<file path="src/rtl/collision_scheduler.sv">
// Shares one combinational collision unit between two player sweeps and CPU queries.
// Sweeps run on frame ticks; CPU queries are served between sweeps.
module collision_scheduler #(
    parameter int unsigned SETTLE = 2
) (
    input  logic        clock,
    input  logic        reset,
    input  logic        frame_tick,
    input  logic [31:0] pos1,
    input  logic [31:0] pos2,
    input  logic [3:0]  coll_in,
    output logic [31:0] player_pos,
    output logic [31:0] collis1,
    output logic [31:0] collis2,
    output logic        sweep_done,
    input  logic        cpu_req,
    input  logic [31:0] cpu_pos,
    output logic        cpu_ack,
    output logic [31:0] cpu_coll,
    output logic        overrun,
    input  logic        overrun_clr
);

    typedef enum logic [2:0] {
        IDLE,
        DRV_P1,
        DRV_P2,
        DONE,
        CPU_DRV
    } state_t;

    localparam logic [3:0] LAST = 4'(SETTLE - 1);

    state_t      state_q, state_d;
    logic [3:0]  cnt_q, cnt_d;
    logic        pend_q, pend_d;
    logic        ovr_q, ovr_d;
    logic [31:0] s1_q, s1_d;
    logic [31:0] s2_q, s2_d;
    logic [31:0] pos_q, pos_d;
    logic [3:0]  c1_q, c1_d;
    logic [3:0]  c2_q, c2_d;
    logic [3:0]  cc_q, cc_d;
    logic        ack_q, ack_d;
    logic        settled;
    logic        busy_tick;

    assign settled   = (cnt_q == LAST);
    assign busy_tick = frame_tick && (state_q != IDLE);

    always_comb begin
        state_d = state_q;
        cnt_d   = cnt_q;
        pend_d  = pend_q;
        s1_d    = s1_q;
        s2_d    = s2_q;
        pos_d   = pos_q;
        c1_d    = c1_q;
        c2_d    = c2_q;
        cc_d    = cc_q;
        ack_d   = 1'b0;

        if (busy_tick) begin
            pend_d = 1'b1;
        end

        // A lost tick must stay visible even if software clears in the same cycle
        if (busy_tick && pend_q) begin
            ovr_d = 1'b1;
        end else if (overrun_clr) begin
            ovr_d = 1'b0;
        end else begin
            ovr_d = ovr_q;
        end

        unique case (state_q)
            IDLE: begin
                if (frame_tick || pend_q) begin
                    s1_d    = pos1;
                    s2_d    = pos2;
                    pend_d  = 1'b0;
                    pos_d   = pos1;
                    cnt_d   = 4'd0;
                    state_d = DRV_P1;
                end else if (cpu_req) begin
                    pos_d   = cpu_pos;
                    cnt_d   = 4'd0;
                    state_d = CPU_DRV;
                end
            end
            DRV_P1: begin
                pos_d = s1_q;
                if (settled) begin
                    c1_d    = coll_in;
                    pos_d   = s2_q;
                    cnt_d   = 4'd0;
                    state_d = DRV_P2;
                end else begin
                    cnt_d = cnt_q + 4'd1;
                end
            end
            DRV_P2: begin
                if (settled) begin
                    c2_d    = coll_in;
                    cnt_d   = 4'd0;
                    state_d = DONE;
                end else begin
                    cnt_d = cnt_q + 4'd1;
                end
            end
            DONE: begin
                state_d = IDLE;
            end
            CPU_DRV: begin
                if (settled) begin
                    cc_d    = coll_in;
                    ack_d   = 1'b1;
                    cnt_d   = 4'd0;
                    state_d = IDLE;
                end else begin
                    cnt_d = cnt_q + 4'd1;
                end
            end
            default: begin
                state_d = IDLE;
            end
        endcase
    end

    always_ff @(posedge clock or negedge reset) begin
        if (!reset) begin
            state_q <= IDLE;
            cnt_q   <= 4'd0;
            pend_q  <= 1'b0;
            ovr_q   <= 1'b0;
            s1_q    <= 32'd0;
            s2_q    <= 32'd0;
            pos_q   <= 32'd0;
            c1_q    <= 4'd0;
            c2_q    <= 4'd0;
            cc_q    <= 4'd0;
            ack_q   <= 1'b0;
        end else begin
            state_q <= state_d;
            cnt_q   <= cnt_d;
            pend_q  <= pend_d;
            ovr_q   <= ovr_d;
            s1_q    <= s1_d;
            s2_q    <= s2_d;
            pos_q   <= pos_d;
            c1_q    <= c1_d;
            c2_q    <= c2_d;
            cc_q    <= cc_d;
            ack_q   <= ack_d;
        end
    end

    assign player_pos = pos_q;
    assign collis1    = {28'd0, c1_q};
    assign collis2    = {28'd0, c2_q};
    assign cpu_coll   = {28'd0, cc_q};
    assign cpu_ack    = ack_q;
    assign overrun    = ovr_q;
    assign sweep_done = (state_q == DONE);

endmodule

</file>
<file path="config.mk">
export PLATFORM = sky130hd
export DESIGN_NAME = collision_scheduler
export DESIGN_NICKNAME = d
export VERILOG_FILES = /design/src/rtl/collision_scheduler.sv
export SDC_FILE = /design/constraint.sdc
export NUM_CORES = 1
export LEC_CHECK = 0
export ABC_AREA = 1
export CORE_MARGIN = 2
export CORE_UTILIZATION = 41
export CTS_CLUSTER_DIAMETER = 40
export DETAILED_ROUTE_END_ITERATION = 8
export GPL_TIMING_DRIVEN = 0
export PLACE_DENSITY = 0.8
export REMOVE_ABC_BUFFERS = 1
export SLEW_MARGIN = 20
export SYNTH_ARGS = -nofsm -noshare
export SYNTH_HDL_FRONTEND = slang
export SYNTH_SLANG_ARGS = --single-unit
</file>
<file path="constraint.sdc">
create_clock -name clock -period 1.35 [get_ports clock]
set_input_delay 0.27 -clock clock [delete_from_list [all_inputs] [get_ports clock]]
set_output_delay 0.27 -clock clock [all_outputs]
set_load 0.05 [all_outputs]
</file>
Word-level counts from Yosys, hierarchy flattened
Index checks and enable logic that the tools add are counted.
Cells by class
  add/sub/neg operators: 1
  equality and inequality tests: 9
  reductions and logical operators: 16
  mux-type cells: 21
Operators with widths (number)
  32-bit 2-to-1 mux: 3
  32-bit case mux with 2 select lines: 1
  3-bit 2-to-1 mux: 5
  4-bit 2-to-1 mux: 3
  3-bit case mux with 4 select lines: 1
  2-bit AND reduction: 6
  4-bit case mux with 2 select lines: 1
  1-bit 2-to-1 mux: 7
  3-bit by 2-bit == test with 1-bit output (second input constant): 2
  2-bit != test (second input constant): 3
  2-bit nonzero test: 3
  4-bit by 1-bit adder with 4-bit output (second input constant): 1
  4-bit by 1-bit == test with 1-bit output (second input constant): 1
  4-bit AND reduction: 1
  3-bit by 1-bit == test with 1-bit output (second input constant): 1
  3-bit == test (second input constant): 1
  3-bit zero test: 1
  3-bit != test (second input constant): 1
  3-bit nonzero test: 1
  3-bit OR reduction: 1
  1-bit logical AND: 2
  1-bit logical OR: 1
Storage, ports and cells
  register bits: 118
  output and inout bits: 131

Logic depth before layout (Yosys ltp)
Gate-level depths: netlist (run 1).
  word-level depth: 5
  gate-level depth with buffers: 12

Worst setup path before layout (run 1)
OpenSTA, ideal clock, no wires.
  path type: register -> output
  from: reg state_q[0]
  to: out sweep_done
  arrival: 1.513 ns
  path slack: -0.433 ns
  cell stages (with the launch flop): 3
  required time: 1.080 ns
  buffers on the path: 0
  path through: dfrtp_1 > inv_1 > nor3_1
Between the ends
  word-level cells in the longest chain between the ends: 1
Ends and longest elaborated chain
  start, declared: line 34  | state_t state_q, state_d;
  start signal, assigned: line 144  | state_q <= state_d;
  3-bit by 2-bit == test with 1-bit output: line 164  | assign sweep_done = (state_q == DONE);
  end, declared: line 15  | output logic sweep_done,
Every way passes these cells.

Worst setup path after layout (run 1)
  from: reg state_q[2]
  to: reg pos_q[5] (netlist: player_pos[5])
Between the ends
  word-level cells in the longest chain between the ends: 3
  elaborated cells between the ends (all ways): 6
Ends and longest elaborated chain
  3-bit zero test / 3-bit by 1-bit == test with 1-bit output (equally long branches): line 76  | unique case (state_q)
  3-bit != test (no line) / 2-bit nonzero test (equally long branches)
  2-bit AND reduction (no line)
  end signal, assigned: line 150  | pos_q <= pos_d;
  end, declared: line 40  | logic [31:0] pos_q, pos_d;
Parallel ways exist; a longest one is shown, timed or not.
A chain may end at the register's enable or synchronous reset.

==> metrics.md, run 1 <==
| Metric | Value |
|---|---|
| Status | `finished with violations` |
| Failing checks | `negative setup slack` |
| Via density per instance | `between 4 and 5` |
| Kind of critical path | `reg -> reg` |
| Synth unique cells | `24` |
| FF/Latch Area | `approximately 3000 um^2` |
| # DRC | `0` |
| Fmax achieved | `around 0.63 GHz` |
| DRT Wirelength | `between 20,000 and 30,000 um` |
| Crit Path Max Fanout | `18` |
| HPWL after DPL | `10,900 um` |
| Final count of negative-setup-slack endpoints | `~120` |
| Final worst slack | `-244 ps` |
| Min Hold Slack | `about 350 ps` |
| Area Growth Syn to Fin | `49.7%` |
| CTS tree | `yes` |
| Hold Violations, Final | `0` |
| Core ar. | `between 15,000 and 20,000 um^2` |
| Synth top area share | `44.3%` |
| Skew-Pair Late Insertion Delay | `between 400 and 500 ps` |
| Pre-CTS setup slack | `-2080 ps` |
| Ys flop type | `dfrtp_1` |
| Critical path's most frequent cell | `buf_12` |
| Area contributors post-synth | `dfrtp_1, nand2_1, buf_4` |
| Crit-path slowest cell | `dfrtp_2` |
| Die footprint | `17,300 um^2` |
| Critical-path cell list | `clkinv_4, nand3_4, buf_12, inv_16, nor2_4, buf_12, buf_12, nand2_1, nand2_1` |
| Startpoint class of the critical path | `flop` |
| # rows | `46` |
| Fin crit share | `118%` |
| Initial DRC Count | `about 580` |
| CTS Buffer Depth | `2` |
| RSZ-0062 raised after global routing | `yes` |
| CP required | `between 1500 and 2000 ps` |
| Setup TNS | `-16,330 ps` |
| Nets | `~1,200` |
| Global route overflow | `0` |
| GRT Total Usage | `between 20% and 30%` |
| I/O pins | `236` |
| Cell Pwr Density | `slightly above 3000 nW/um^2` |
| DR WL/cell | `between 15 and 20 um` |
| Fill cell count | `approximately 1,400` |
| WP buf/inv | `5` |
| Initial antenna violation count | `0` |
| Crit path time final | `about 1600 ps` |
| Gpl congestion | `0.780` |
| Max-cap violations | `0` |
| Die Height | `approximately 130 um` |
| Initial Util | `between 40% and 50%` |
| Detail Route Antenna Nets | `0` |
| Clock Sinks | `between 100 and 150` |
| Syn_area_per_cell | `7.22 um^2` |
| Worst Path Arrival | `about 2000 ps` |
| Synth warn | `0` |
| Slew Viols, Final | `0` |
| Worst IR drop on VDD | `1560 uV` |
| Power after layout | `slightly above 30,000 uW` |
| Area of the multi-input gates | `~3500 um^2` |
| Number of global-route vias before repair | `between 6,000 and 7,000` |
| Post-route core utilization | `62.8%` |
| Crit path largest cell delay | `roughly 440 ps` |
| Pre-antenna DRT Iters | `5` |
| Mapped Area | `6660 um^2` |
| Num CTS Buffers | `17` |
| Post-synth ARST share | `100%` |
| Die Width | `131 um` |
| Static Leak | `roughly 0.0053 uW` |
| Via count | `6,773` |
| Crit. End Element | `flop` |
| Ratio of cells with drive above 1 in the final layout | `between 20 and 25%` |
| IO Port Bufs | `~150` |
| Synth top cells by count | `nand2_1, dfrtp_1, nand3_1, buf_4, inv_1` |
| H-tree levels | `4` |
| CTS root buffer | `clkbuf_16` |
| Clock Pin Slew Worst Setup and Hold Paths | `roughly 60 ps` |
| Mapped Cells | `922` |
| Cell taking the most area after synthesis | `dfrtp_1` |
| EDFF count, synth | `0` |
| Sequential element share of the synthesized area | `between 40 and 50%` |
| Synth Register Bits | `118` |
| Type of the worst min-delay path | `in -> async` |
| Critical path's top delay family | `buffers and inverters` |
| First-pass GRT wire length | `around 37,000 um` |
| Count leader, synth | `nand2_1` |
| Largest net degree at the start of global routing | `slightly above 70` |
| Clock skew | `~8.5 ps` |
-- flip-flops by register name, indices dropped and copies added, names as in the netlist, 3 cells and up --
signal      cells
s2_q           32
player_pos     32
state_q         3
cc_q            4
cnt_q           4
c2_q            4
s1_q           32
c1_q            4
-- per-stage QoR --
step	area [um^2]	cells
after floorplan	6070	875
after global placement	7850	1242
after detailed placement	7970	1246
after CTS	9240	1333
after global routing	9970	1363
final	9970	1364
-- final timing paths --
check / slack (ps) / endpoint / from / cells past startpoint
max reg2reg: -240 / player_pos[5] / state_q[2] / 9
min reg2reg: 470 / player_pos[11] / player_pos[11] / 2
max: -240 / player_pos[5] / state_q[2] / 9
min in group clock: 400 / s2_q[22] / pos2[22] / 3
min: 350 / player_pos[1] / reset / 2
max in group asynchronous: 260 / player_pos[31] / reset / 3
-- kinds of logic after synthesis --
family	share of synthesized area (%)
AND/OR/NAND/NOR	33.2
buffers and inverters	18.3
flip-flops	44.3
AO/OA/AOI/OAI	3.51
XOR/XNOR	0.263
adder cells (fa/ha/maj)	0.376
other	0.0563
-- report_power, final --
part | switching, uW | total, uW | internal (uW)
clock | 1750 | 4850 | 3090
combinational | 12600 | 19000 | 6360
sequential | 1170 | 6520 | 5350
total | 15500 | 30300 | 14800
-- placed cells by master, fill, tap and decap left out, drive strengths merged, types with 4 or more instances in the layout --
cell type        n
clkinv           8
inv             89
nor2            11
nand2          440
clkbuf          33
clkinvlp         5
dfrtp          118
conb            84
nand3          106
o21ai           45
bufinv           4
buf             94
clkdlybuf4s50  102
-- layer usage --
layer,up-vias,global-route usage (%),routed length (um)
li1,3112,-,-
met1,3202,35.4,10400
met2,399,48.4,12900
met3,60,5.75,2210
met4,0,12.0,869
met5,-,0,0
-- final cells by class --
cell class	instances	area share (%)
multi-input combinational	692	34.7
sequential	118	29.7
timing repair buffer	214	21.4
clock buffer	17	4.27
inverter	83	3.97
tap	216	2.71
clock inverter	15	2.03
timing repair inverter	8	1.19
antenna	1	0.0251
-- repair_timing --
action / CTS / global route
pin swaps: 19 / 35
setup buffers: 37 / 17
cloned: 17 / 15
endpoints found under the hold margin: 47 / 0
hold buffers: 1 / 0
setup endpoints to repair: 164 / 121
gates resized for setup: 326 / 130
(Power assumes the default switching activity.)
==> run 2: changes to the inputs <==
--- a/config.mk
+++ b/config.mk
@@ -6,6 +6,7 @@
 export NUM_CORES = 1
 export LEC_CHECK = 0
 export ABC_AREA = 1
+export CAP_MARGIN = 40
 export CORE_MARGIN = 2
 export CORE_UTILIZATION = 41
 export CTS_CLUSTER_DIAMETER = 40
==> run 2 against run 1 <==
  * The flow still finishes with violations (negative setup slack)
  * Via count is 2.1% higher
  * Final cell count is 0.44% higher
  * Wire length is 1.2% higher
  * First-iteration DRC count is 9.4% higher
  * Sequential share of layout area is 1.6 points lower
  * Design area is 5.6% higher
  * Critical path type unchanged
  * Highest routed layer unchanged
==> metrics.md, run 2 (synthesis gave the netlist of run 1 again) <==
| Metric | Value |
|---|---|
| Comb pwr share | `64.2% (+1.7 points)` |
| Via count | `6,918 (+2.1%)` |
| # DRC | `0 (unchanged)` |
| Dpl cells | `1,249 (+0.24%)` |
| Finished Layout Cells | `1,370 (+0.44%)` |
| GRT Total Usage | `26.6% (-1.9 points)` |
| Number of global-route vias before repair | `6,305 (-0.49%)` |
| Crit Path Max Fanout | `12 (-6)` |
| Reg power frac | `20.7% (-0.8 points)` |
| Startpoint class of the critical path | `flop` |
| Critical path's most frequent cell | `nand2_1` |
| Crit path largest cell delay | `440 ps (about the same)` |
| CTS Buffer Depth | `2 (unchanged)` |
| Crit. End Element | `flop` |
| Hold Violations, Final | `0 (unchanged)` |
| Area Growth Syn to Fin | `58.1%` |
| N_diodes | `0 (-1)` |
| Crit path launch | `state_q[0]` |
| Worst r2r path cells | `9 (unchanged)` |
| Ratio of cells with drive above 1 in the final layout | `28.3% (+5.9 points)` |
| CTS root buffer | `clkbuf_16` |
| First-pass GRT wire length | `35,300 um (-4.8%)` |
| Crit path time final | `1610 ps (+19.7 ps)` |
| Commonest non-fill, non-tap cell in the layout | `nand2_1` |
| H-tree levels | `4 (unchanged)` |
| Core ar. | `15,900 um^2 (unchanged)` |
| Int Pwr | `16,200 uW (+9.1%)` |
| Initial DRC Count | `631 (+9.4%)` |
| Clock Pin Slew Worst Setup and Hold Paths | `60 ps (about the same)` |
| Sw Share | `50.0% (-1.2 points)` |
| CP Depth | `9 (unchanged)` |
| Slew Viols, Final | `0 (unchanged)` |
| Die Width | `131 um (unchanged)` |
| Initial antenna violation count | `0 (unchanged)` |
| Fin crit share | `120% (+1.5 points)` |
| Cell Pwr Density | `3070 nW/um^2 (+0.77%)` |
| Max-cap violations | `0 (unchanged)` |
| Nets | `1,248 (+0.56%)` |
| Global route overflow | `0 (unchanged)` |
| Part of the power in the clock network | `15.1% (-0.9 points)` |
| Clock Sinks | `118 (unchanged)` |
| RSZ-0062 raised after global routing | `yes` |
| Static Leak | `0.00552 uW (+4.0%)` |
| Failing checks | `negative setup slack` |
| Final worst slack | `-264 ps (-19.7 ps)` |
| Critical path's top delay family | `buffers and inverters` |
| Initial Util | `41.9% (unchanged)` |
| Detail Route Antenna Nets | `0 (unchanged)` |
| Crit-path slowest cell | `dfrtp_2` |
| DR WL/cell | `19.5 um (+0.72%)` |
| Worst Path Arrival | `1970 ps (+20 ps)` |
| DRT Wirelength | `26,700 um (+1.2%)` |
| # rows | `46 (unchanged)` |
| Num CTS Buffers | `17 (unchanged)` |
| IO Port Bufs | `151 (unchanged)` |
| Pre-CTS setup slack | `-1530 ps (+546 ps)` |
| Type of the worst min-delay path | `in -> async` |
| Critical-path cell list | `buf_4, nand3_4, buf_12, clkinv_16, nor2_4, buf_6, clkbuf_16, nand2_1, nand2_1` |
| Fmax achieved | `0.619 GHz (-1.2%)` |
| Status | `finished with violations` |
| Skew-Pair Late Insertion Delay | `420 ps (about the same)` |
| Die footprint | `17,300 um^2 (unchanged)` |
| HPWL after DPL | `11,400 um (+4.2%)` |
| Sw Pwr | `16,100 uW (+3.9%)` |
| Kind of critical path | `reg -> reg` |
| Reg2reg start | `state_q[0]` |
| Clock skew | `9.82 ps (+1.34 ps)` |
| Pre-antenna DRT Iters | `5 (unchanged)` |
| CTS tree | `yes` |
| Largest net degree at the start of global routing | `72 (unchanged)` |
| WP buf/inv | `5 (unchanged)` |
| I/O pins | `236 (unchanged)` |
| Gpl congestion | `0.780 (unchanged)` |
| Final count of negative-setup-slack endpoints | `118 (-0.84%)` |
| Worst IR drop on VDD | `1320 uV (-15%)` |
| Via density per instance | `5.05 (+1.7%)` |
| Die Height | `131 um (unchanged)` |
| Most frequent cells in the layout | `nand2_1, dfrtp_1, clkdlybuf4s50_1` |
| CP required | `1700 ps (about the same)` |
## run 2: cell count changes in the layout (fill, tap and decap cells not counted), moves of 3 or more
cell | previous run | this run
nand2_1 | 377 | 343
inv_16 | 4 | 0
nand2_2 | 35 | 51
nand2_4 | 12 | 24
buf_2 | 28 | 34
clkbuf_16 | 20 | 28
o21ai_1 | 26 | 11
buf_12 | 11 | 15
o21ai_0 | 18 | 1
clkbuf_4 | 13 | 7
clkinv_4 | 4 | 1
buf_16 | 5 | 8
o21ai_2 | 1 | 33
inv_8 | 2 | 6
## run 2: timing repair
| action | in CTS | in global routing |
|---|---|---|
| setup endpoints to repair | 164 | 129 |
| endpoints found under the hold margin | 47 | 0 |
| hold buffers | 1 | 0 |
| setup buffers | 30 | 27 |
| gates cloned | 14 | 19 |
| gates resized for setup | 313 | 244 |
| pin swaps | 16 | 23 |
## run 2: cell type report
cell class              instances  area [um^2]
fillers                      1265         5350
multi-input cells             685         3670
flip-flops and latches        118         2960
repair buffers                229         2500
clock buffers                  17          425
inverters                      83          418
well taps                     216          270
clock inverters                15          201
repair inverters                7         88.8
## run 2: path summary, 6_finish.rpt
path | to | slack [ps]
worst max register to register | player_pos[18] | -260
worst min register to register | player_pos[26] | 470
min in group clock | s2_q[22] | 410
worst min-delay path | player_pos[1] | 360
max in group asynchronous | player_pos[31] | 260
worst max-delay path | player_pos[18] | -260
## run 2: worst reg2reg max path: stages (launching register included)
cell and delay, ps:
dfrtp_2 440, buf_4 170, nand3_4 90, buf_12 170
clkinv_16 100, nor2_4 120, buf_6 160, clkbuf_16 180
nand2_1 50, nand2_1 80
## run 2: per-stage QoR
stage | hold WS, ps | power, uW | util, % | TNS (ps) | area, um^2
2_1_floorplan | -25.6 | 14500 | - | -105270 | 6070
3_3_place_gp | 454 | 17900 | 49.4 | -837030 | 7850
3_5_place_dp | 233 | 19100 | 50.7 | -142890 | 8050
4_1_cts | 367 | 26800 | 58.0 | -9270 | 9220
5_1_grt | 418 | 33800 | 66.3 | -20060 | 10500
6_report | 359 | 32300 | 66.3 | -15400 | 10500
## run 2: power groups by stage
stage,Combinational (uW),Clock (uW),Sequential [uW]
global route,21900,5040,6870
finish,20700,4870,6700
detailed placement,12800,0,6350
CTS,15600,4890,6300
global placement,11700,0,6260
floorplan,5980,0,8480
## run 2: routing by layer
layer	track usage [%]	part of all wire (%)
met5	0	0
met4	8.57	3.7
met3	5.25	8.1
met2	46.1	50
met1	33.3	38
==> run 3: changes to the inputs <==
--- a/config.mk
+++ b/config.mk
@@ -12,6 +12,7 @@
 export CTS_CLUSTER_DIAMETER = 40
 export DETAILED_ROUTE_END_ITERATION = 8
 export GPL_TIMING_DRIVEN = 0
+export MAX_ROUTING_LAYER = met4
 export PLACE_DENSITY = 0.8
 export REMOVE_ABC_BUFFERS = 1
 export SLEW_MARGIN = 20
==> run 3 against run 2 <==
  * Clock-buffer cell count stayed put
  * Design area is 0.31% higher
  * Critical endpoint is now player_pos[27]
  * Largest power group unchanged
  * Core utilization is 0.20 points higher
  * Largest cell class unchanged
  * Hold slack worse by 2.2 ps
  * Flip-flop and latch count stayed put
  * Worst setup slack better by 4.1 ps
  * The flow still finishes with violations (negative setup slack)
  * First-iteration DRC count is 13% lower
  * Combinational power hardly changed
==> metrics.md, run 3 (synthesis gave the netlist of run 1 again) <==
| Metric | Value |
|---|---|
| Fin crit share | `119% (-0.30 points)` |
| Finished Layout Cells | `1,373 (+0.22%)` |
| Highest routed layer | `met4` |
| Crit path time final | `1610 ps (-4.08 ps)` |
| Setup TNS | `-15,210 ps (+192 ps)` |
| Final count of negative-setup-slack endpoints | `116 (-1.7%)` |
| Kind of critical path | `reg -> reg` |
| First-pass GRT wire length | `35,400 um (+0.23%)` |
| Commonest non-fill, non-tap cell in the layout | `nand2_1` |
| Clock Sinks | `118 (unchanged)` |
| N_diodes | `0 (unchanged)` |
| Clock skew | `12.2 ps (+2.37 ps)` |
| Part of the power in the clock network | `15.1% (about the same)` |
| Final worst slack | `-260 ps (+4.08 ps)` |
| Status | `finished with violations` |
| Gpl congestion | `0.790 (+1.4%)` |
| Die footprint | `17,300 um^2 (unchanged)` |
| Worst IR drop on VDD | `1520 uV (+15%)` |
| Routed wl met3 | `2280 um (+5.5%)` |
| Post-route core utilization | `66.5% (+0.20 points)` |
| Max-cap violations | `0 (unchanged)` |
| Most frequent cells in the layout | `nand2_1, dfrtp_1, clkdlybuf4s50_1` |
| HPWL after DPL | `11,400 um (unchanged)` |
| Crit Path Max Fanout | `6 (-6)` |
| Core ar. | `15,900 um^2 (unchanged)` |
| CTS root buffer | `clkbuf_16` |
| Static Leak | `0.00553 uW (+0.11%)` |
| IO Port Bufs | `151 (unchanged)` |
| I/O pins | `236 (unchanged)` |
| Global route overflow | `0 (unchanged)` |
| Die Height | `131 um (unchanged)` |
| Type of the worst min-delay path | `in -> async` |
| DR WL/cell | `19.7 um (+0.90%)` |
| Sw Share | `50.1% (+0.11 points)` |
| CTS Buffer Depth | `2 (unchanged)` |
| Power after layout | `32,300 uW (about the same)` |
| Cell Pwr Density | `3060 nW/um^2 (-0.25%)` |
| Initial antenna violation count | `0 (unchanged)` |
| Fill cell count | `1,261 (-0.32%)` |
| Reg power frac | `20.8% (about the same)` |
| Fmax achieved | `0.621 GHz (+0.25%)` |
| Crit. End Element | `flop` |
| Pre-antenna DRT Iters | `6 (+1)` |
| Sw Pwr | `16,200 uW (+0.28%)` |
| CTS tree | `yes` |
| H-tree levels | `4 (unchanged)` |
| WL met1 | `10,400 um (+1.0%)` |
| Failing checks | `negative setup slack` |
| Num CTS Buffers | `17 (unchanged)` |
| Initial DRC Count | `550 (-13%)` |
| Ratio of cells with drive above 1 in the final layout | `28.5% (+0.19 points)` |
| Detail Route Antenna Nets | `0 (unchanged)` |
| RSZ-0062 raised after global routing | `yes` |
| Area Growth Syn to Fin | `58.6%` |
| # rows | `46 (unchanged)` |
| # DRC | `0 (unchanged)` |
| Slew Viols, Final | `0 (unchanged)` |
| Worst Path Arrival | `1920 ps (-50 ps)` |
| Comb pwr share | `64.1% (about the same)` |
| Int Pwr | `16,100 uW (-0.16%)` |
| CP required | `1660 ps (-40 ps)` |
| Hold Violations, Final | `0 (unchanged)` |
| Clock Pin Slew Worst Setup and Hold Paths | `60 ps (about the same)` |
| Number of global-route vias before repair | `6,288 (-0.27%)` |
| Nets | `1,251 (+0.24%)` |
| Dpl cells | `1,249 (unchanged)` |
| Startpoint class of the critical path | `flop` |
| Via density per instance | `5.03 (-0.31%)` |
| DR WL met2 | `13,300 um (about the same)` |
| Via count | `6,912 (-0.087%)` |
| Pre-CTS setup slack | `-1530 ps (unchanged)` |
| Skew-Pair Late Insertion Delay | `420 ps (about the same)` |
| Die Width | `131 um (unchanged)` |
| GRT Total Usage | `27.4% (+0.81 points)` |
| Largest net degree at the start of global routing | `72 (unchanged)` |
| DRT Wirelength | `27,000 um (+1.1%)` |
| Initial Util | `41.9% (unchanged)` |
## run 3: routing by layer
layer  vias to the layer above  track usage, %
li1                       3132               -
met1                      3278            33.6
met2                       411            46.1
met3                        91            4.94
met4                         0            8.45
met5                         -               -
## run 3: layout make-up
cell class	count	area (um^2)	area share, %
Sequential cell	118	2960	28.0
Clock inverter	15	201	1.91
Inverter	83	418	3.96
Clock buffer	17	425	4.03
Tap cell	216	270	2.56
Multi-Input combinational cell	685	3670	34.7
Timing Repair Buffer	230	2500	23.7
Timing Repair inverter	9	121	1.15
## run 3: critical path, stage by stage (launching register included)
cell,delay (ps)
dfrtp_2,460
nor2_4,200
nand2_8,100
a21oi_4,210
nor2_4,70
buf_4,160
clkbuf_16,170
nand2_1,70
nand2_1,50
## run 3: metrics by stage
step	hold WS [ps]	area, um^2
after CTS	367	9220
after global placement	454	7850
final	357	10600
after global routing	413	10600
after floorplan	-25.6	6070
after detailed placement	233	8050
## run 3: repair_timing
action                                  4_1_cts  5_1_grt
gates cloned                                 14       21
hold buffers                                  1        0
pin swaps                                    16       23
endpoints found under the setup margin      164      129
gates resized for setup                     313      255
setup buffers                                30       28
endpoints found under the hold margin        47        0
## run 3: path summary, 6_finish.rpt
path	startpoint	endpoint	slack [ps]	depth (start not counted)
min reg2reg	player_pos[26]	player_pos[26]	470	2
min	reset	player_pos[1]	360	2
min in group clock	pos2[23]	s2_q[23]	410	3
max in group asynchronous	reset	player_pos[31]	250	3
max reg2reg	state_q[1]	player_pos[27]	-260	8
max	state_q[1]	player_pos[27]	-260	8
## run 3: power by group through the flow
stage          combinational, uW  sequential [uW]  clock (uW)
5_1_grt                    21900             6880        5080
2_1_floorplan               5980             8480           0
3_3_place_gp               11700             6260           0
4_1_cts                    15600             6300        4890
3_5_place_dp               12800             6350           0
6_report                   20700             6720        4880
